==> config.mk <==
export PLATFORM = sky130hd
export DESIGN_NAME = ref_beat_unpacker
export DESIGN_NICKNAME = d
export VERILOG_FILES = /design/src/rtl/sw_pkg.sv /design/src/rtl/ref_beat_unpacker.sv
export SDC_FILE = /design/constraint.sdc
export NUM_CORES = 1
export LEC_CHECK = 0
export CORE_MARGIN = 5
export CORE_UTILIZATION = 45
export CTS_CLUSTER_DIAMETER = 40
export DETAILED_ROUTE_END_ITERATION = 10
export HOLD_SLACK_MARGIN = 0.12
export PLACE_DENSITY = 0.72
export SYNTH_ARGS = -nofsm -noshare
export SYNTH_HDL_FRONTEND = slang
export SYNTH_SLANG_ARGS = --single-unit
==> constraint.sdc <==
create_clock -name clk -period 9.7 [get_ports clk]
set_input_delay 0.97 -clock clk [delete_from_list [all_inputs] [get_ports clk]]
set_output_delay 0.97 -clock clk [all_outputs]
set_load 0.05 [all_outputs]
==> src/rtl/sw_pkg.sv <==
// Shared constants and state encoding for the reference beat unpacker.
package sw_pkg;

  localparam int DATA_WIDTH = 256;
  localparam int BASE_WIDTH = 2;

  localparam logic [1:0] BASE_A = 2'd0;
  localparam logic [1:0] BASE_C = 2'd1;
  localparam logic [1:0] BASE_G = 2'd2;
  localparam logic [1:0] BASE_T = 2'd3;

  typedef enum logic [1:0] {
    IDLE,
    FETCH,
    DRAIN
  } state_e;

endpackage

==> src/rtl/ref_beat_unpacker.sv <==
// Unpacks 256-bit DRAM read beats into a stream of 2-bit bases with last/done markers.
// Optional beat/command counters are built when REF_BEAT_UNPACKER_STATS_EN is defined.
module ref_beat_unpacker #(
  parameter int DATA_WIDTH = sw_pkg::DATA_WIDTH,
  parameter int BASE_WIDTH = sw_pkg::BASE_WIDTH,
  parameter int LEN_WIDTH  = 16
) (
  input  logic                  clk,
  input  logic                  rst,
  input  logic [LEN_WIDTH-1:0]  start_len_in,
  input  logic                  start_valid_in,
  output logic                  start_rdy_out,
  input  logic [DATA_WIDTH-1:0] rd_data_in,
  input  logic                  rd_data_valid_in,
  output logic                  rd_data_rdy_out,
  output logic [BASE_WIDTH-1:0] base_out,
  output logic                  base_valid_out,
  output logic                  base_last_out,
  input  logic                  base_rdy_in,
  output logic                  done_out
`ifdef REF_BEAT_UNPACKER_STATS_EN
  ,
  output logic [31:0]           stat_beats_out,
  output logic [31:0]           stat_cmds_out
`endif
);

  import sw_pkg::*;

  localparam int LANES  = DATA_WIDTH / BASE_WIDTH;
  localparam int LANE_W = $clog2(LANES);
  localparam logic [LANE_W-1:0]    LANE_MAX = LANE_W'(LANES - 1);
  localparam logic [LEN_WIDTH-1:0] LEN_ONE  = LEN_WIDTH'(1);

  state_e                state_q;
  logic [DATA_WIDTH-1:0] beat_q;
  logic [LANE_W-1:0]     lane_q;
  logic [LEN_WIDTH-1:0]  remain_q;
  logic                  done_q;

  logic lastBase;
  logic lastLane;

  assign lastBase = (remain_q == LEN_ONE);
  assign lastLane = (lane_q == LANE_MAX);

  assign start_rdy_out  = (state_q == IDLE);
  assign base_valid_out = (state_q == DRAIN);
  assign base_last_out  = (state_q == DRAIN) && lastBase;
  assign base_out       = (state_q == DRAIN) ? beat_q[lane_q*BASE_WIDTH +: BASE_WIDTH] : '0;
  assign done_out       = done_q;

  // Mid-drain request only fires as the last lane leaves and more bases remain,
  // so the next beat lands with no bubble and never belongs to the next command.
  assign rd_data_rdy_out = (state_q == FETCH) ||
                           ((state_q == DRAIN) && base_rdy_in && lastLane && (remain_q > LEN_ONE));

  always_ff @(posedge clk or posedge rst) begin
    if (rst) begin
      state_q  <= IDLE;
      beat_q   <= '0;
      lane_q   <= '0;
      remain_q <= '0;
      done_q   <= 1'b0;
    end else begin
      done_q <= 1'b0;
      unique case (state_q)
        IDLE: begin
          if (start_valid_in) begin
            if (start_len_in == '0) begin
              done_q <= 1'b1;
            end else begin
              remain_q <= start_len_in;
              state_q  <= FETCH;
            end
          end
        end
        FETCH: begin
          if (rd_data_valid_in) begin
            beat_q  <= rd_data_in;
            lane_q  <= '0;
            state_q <= DRAIN;
          end
        end
        DRAIN: begin
          if (base_rdy_in) begin
            remain_q <= remain_q - 1'b1;
            lane_q   <= lane_q + 1'b1;
            if (lastBase) begin
              state_q <= IDLE;
              done_q  <= 1'b1;
            end else if (lastLane) begin
              if (rd_data_valid_in) begin
                beat_q <= rd_data_in;
                lane_q <= '0;
              end else begin
                state_q <= FETCH;
              end
            end
          end
        end
        default: state_q <= IDLE;
      endcase
    end
  end

`ifdef REF_BEAT_UNPACKER_STATS_EN
  logic [31:0] statBeats_q;
  logic [31:0] statCmds_q;
  logic        beatAccept;
  logic        cmdDone;

  assign beatAccept = rd_data_valid_in && rd_data_rdy_out;
  assign cmdDone    = ((state_q == IDLE) && start_valid_in && (start_len_in == '0)) ||
                      ((state_q == DRAIN) && base_rdy_in && lastBase);

  always_ff @(posedge clk or posedge rst) begin
    if (rst) begin
      statBeats_q <= '0;
      statCmds_q  <= '0;
    end else begin
      if (beatAccept) statBeats_q <= statBeats_q + 32'd1;
      if (cmdDone)    statCmds_q  <= statCmds_q + 32'd1;
    end
  end

  assign stat_beats_out = statBeats_q;
  assign stat_cmds_out  = statCmds_q;
`endif

endmodule

==> flow_metrics.env <==
export IMPL_worst_slack_ps=4310
export IMPL_cts_sinks=282
export IMPL_crit_chain="buf_4, mux4_2, mux4_2, o211ai_1, nor4_1, clkdlybuf4s50_1"
export IMPL_leakage_nw=7.25
export IMPL_synth_edf_count=0
export IMPL_ctsResizeCount=0
export IMPL_synthCells=920
export IMPL_dieWidth_um=183
export IMPL_yosysTopAreaCell="dfrtp_1"
export IMPL_peakVddDrop_mv=0.131
export IMPL_dieArea_um2=33500
export IMPL_place_area_um2=16400
export IMPL_yosys_warnings=0
export IMPL_drc=0
export IMPL_die_height_um=183
export IMPL_cpPeakStageDelay_ps=930
export IMPL_fin_skew_ps=14.1
export IMPL_rsz0062_at_grt="false"
export IMPL_syn_area_um2=13500
export IMPL_fin_cells=1623
export IMPL_synth_area_top_cells="dfrtp_1 52%, mux2_1 20%, mux4_2 9.4%"
export IMPL_hp_class="reg -> reg"
export IMPL_critPathMaxFanout=47
export IMPL_critPathCaptureType="output port"
export IMPL_fmax_ghz=0.185
export IMPL_drive_gt1_share_pct=14.2
export IMPL_cp_num_buf_inv=2
export IMPL_nNetsFinal=1475
export IMPL_fin_crit_sh_pct=55.6
export IMPL_grt_pass1_wl_mm=53.4
export IMPL_cts_setup_buffers=0
export IMPL_fin_area_um2=17900
export IMPL_start_kind="flop"
export IMPL_finalSetupViolations=0
export IMPL_hold_viol=0
export IMPL_cp_common_cell="mux4_2"
export IMPL_antenna_found_initial=6
export IMPL_path_clk_slew_ps=50
export IMPL_synth_most_common_cell="dfrtp_1"
export IMPL_grt_overflow_total=0
export IMPL_grt_max_degree=191
export IMPL_worstSkewPairLatency_ps=520
export IMPL_fin_setup_tns_ps=0
export IMPL_drv_slew=0
export IMPL_syn_nets=1200
export IMPL_viasPerCell=5.43
export IMPL_cts_buffers=44
export IMPL_crit_type="reg -> out"
export IMPL_crit_family="buffers and inverters"
export IMPL_relSlewSlack_pct=25.2
export IMPL_port_buffers=283
export IMPL_hpwlAfterDp_mm=24.2
export IMPL_ys_async_sr_fraction_pct=100
export IMPL_cts_buffer_depth=3
export IMPL_ys_ff_latch=282
export IMPL_vias=8805
export IMPL_drtIter0Drc=538
export IMPL_layout_area_overhead_vs_synth_pct=33.3
export IMPL_post_drt_wl_per_cell_um=21.0
export IMPL_grt_pass1_vias=9639
export IMPL_dpl_cell_count=1539
export IMPL_arrival_ps=4420
export IMPL_cts_tree="built"
export IMPL_cts_root_buf="clkbuf_16"
export IMPL_synth_common_cells="282 x dfrtp_1, 240 x mux2_1, 56 x mux4_2, 34 x mux2i_1, 25 x nand2_1"
export IMPL_ios=284
export IMPL_dr_pass1_iters=4
export IMPL_drt_wl_total_mm=34.0
export IMPL_maxCapViolCount=0
export IMPL_core_um2=29600
export IMPL_worst_pin_slew_ps=1110
export IMPL_htreeDepth=2
export IMPL_synth_distinct_cells=60
export IMPL_avgSynthCellArea_um2=14.6
export IMPL_yosysSeqAreaShare_pct=52.4
export IMPL_ant_nets=0
export IMPL_status="complete, no violations"
export IMPL_start_util_pct=45.5
export IMPL_crit_required_ps=8730
export IMPL_std_cell_rows=63
export IMPL_preCtsSetupSlack_ps=4810
export IMPL_synthFlopType="dfrtp_1"
export IMPL_period_needed_ps=5390
export IMPL_cts_hold_buf=0
export IMPL_gp_congestion=0.820
export IMPL_yosys_area_top_type_share_pct=52.4
export IMPL_grt_use_total_pct=20.1
export IMPL_cpMaxStageDelayCell="dfrtp_4"
export IMPL_power_per_cell_area_nw_per_um2=306
worst paths after layout:
| path | from | endpoint | slack [ps] | cells after the start |
|---|---|---|---|---|
| max reg2reg | lane_q[0] | beat_q[96] | 5400 | 9 |
| min in group asynchronous | rst | remain_q[0] | 910 | 2 |
| min | beat_q[127] | beat_q[127] | 480 | 1 |
| max | lane_q[0] | base_out[1] | 4310 | 6 |
| max in group asynchronous | rst | beat_q[94] | 7250 | 3 |
| min reg2reg | beat_q[127] | beat_q[127] | 480 | 1 |
sequential cells by signal, summed over array words and instances (netlist names):
register	flops
done_out	1
beat_q	256
state_q	2
remain_q	16
lane_q	7
logic make-up after synthesis:
logic type,Yosys count,synth area share (%)
muxes,351,33.7
DFF,282,52.4
adders and majority gates,3,0.279
AOI/OAI and AO/OA,107,5.31
buffers and inverters,74,4.17
and+or+nand+nor,103,4.05
cell type report:
cell class,count,area (um^2)
Fill cell,2318,11600
Sequential cell,282,7060
Multi-Input combinational cell,564,5840
Timing Repair Buffer,292,2910
Clock buffer,56,1230
Tap cell,390,488
Clock inverter,25,344
Inverter,11,48.8
Antenna cell,3,7.51
layout by cell type, fill, tap and decap left out, types with 11 or more instances in the layout:
cell             synthesis  final
clkdlybuf4s50_1          0    283
dfrtp_1                282    279
mux2_1                 240    240
mux4_2                  56     56
clkbuf_16                0     45
mux2i_1                 34     34
nand2_1                 25     25
o21ai_0                 23     23
nor2_1                  21     21
mux2_2                  21     21
a21oi_1                 20     20
a22oi_1                 19     19
nand3_1                 11     11
report_power, final:
group          internal (mW)  leakage (nW)  switching (mW)
Sequential              1.77          3.35           0.407
Combinational          0.970          3.12           0.684
Clock                   1.09         0.773           0.560
Total                   3.83          7.25            1.65
metal layers:
metal / vias up / part of all wire (%) / GRT usage (%)
li1: 4036 / - / -
met1: 4441 / 42 / 26.6
met2: 266 / 48 / 32.5
met3: 58 / 6.9 / 5.53
met4: 4 / 2.5 / 5.96
met5: - / 0.062 / 0
per-stage QoR:
stage | power (mW) | util, % | hold WS (ps)
final | 5.48 | 60.7 | 482
after CTS | 5.54 | 60.6 | 487
after detailed placement | 3.87 | 55.3 | 475
after global routing | 5.81 | 60.7 | 497
after global placement | 3.80 | 55.3 | 467
after floorplan | 3.39 | - | 450
No activity file was read; power rests on OpenSTA's default activity.
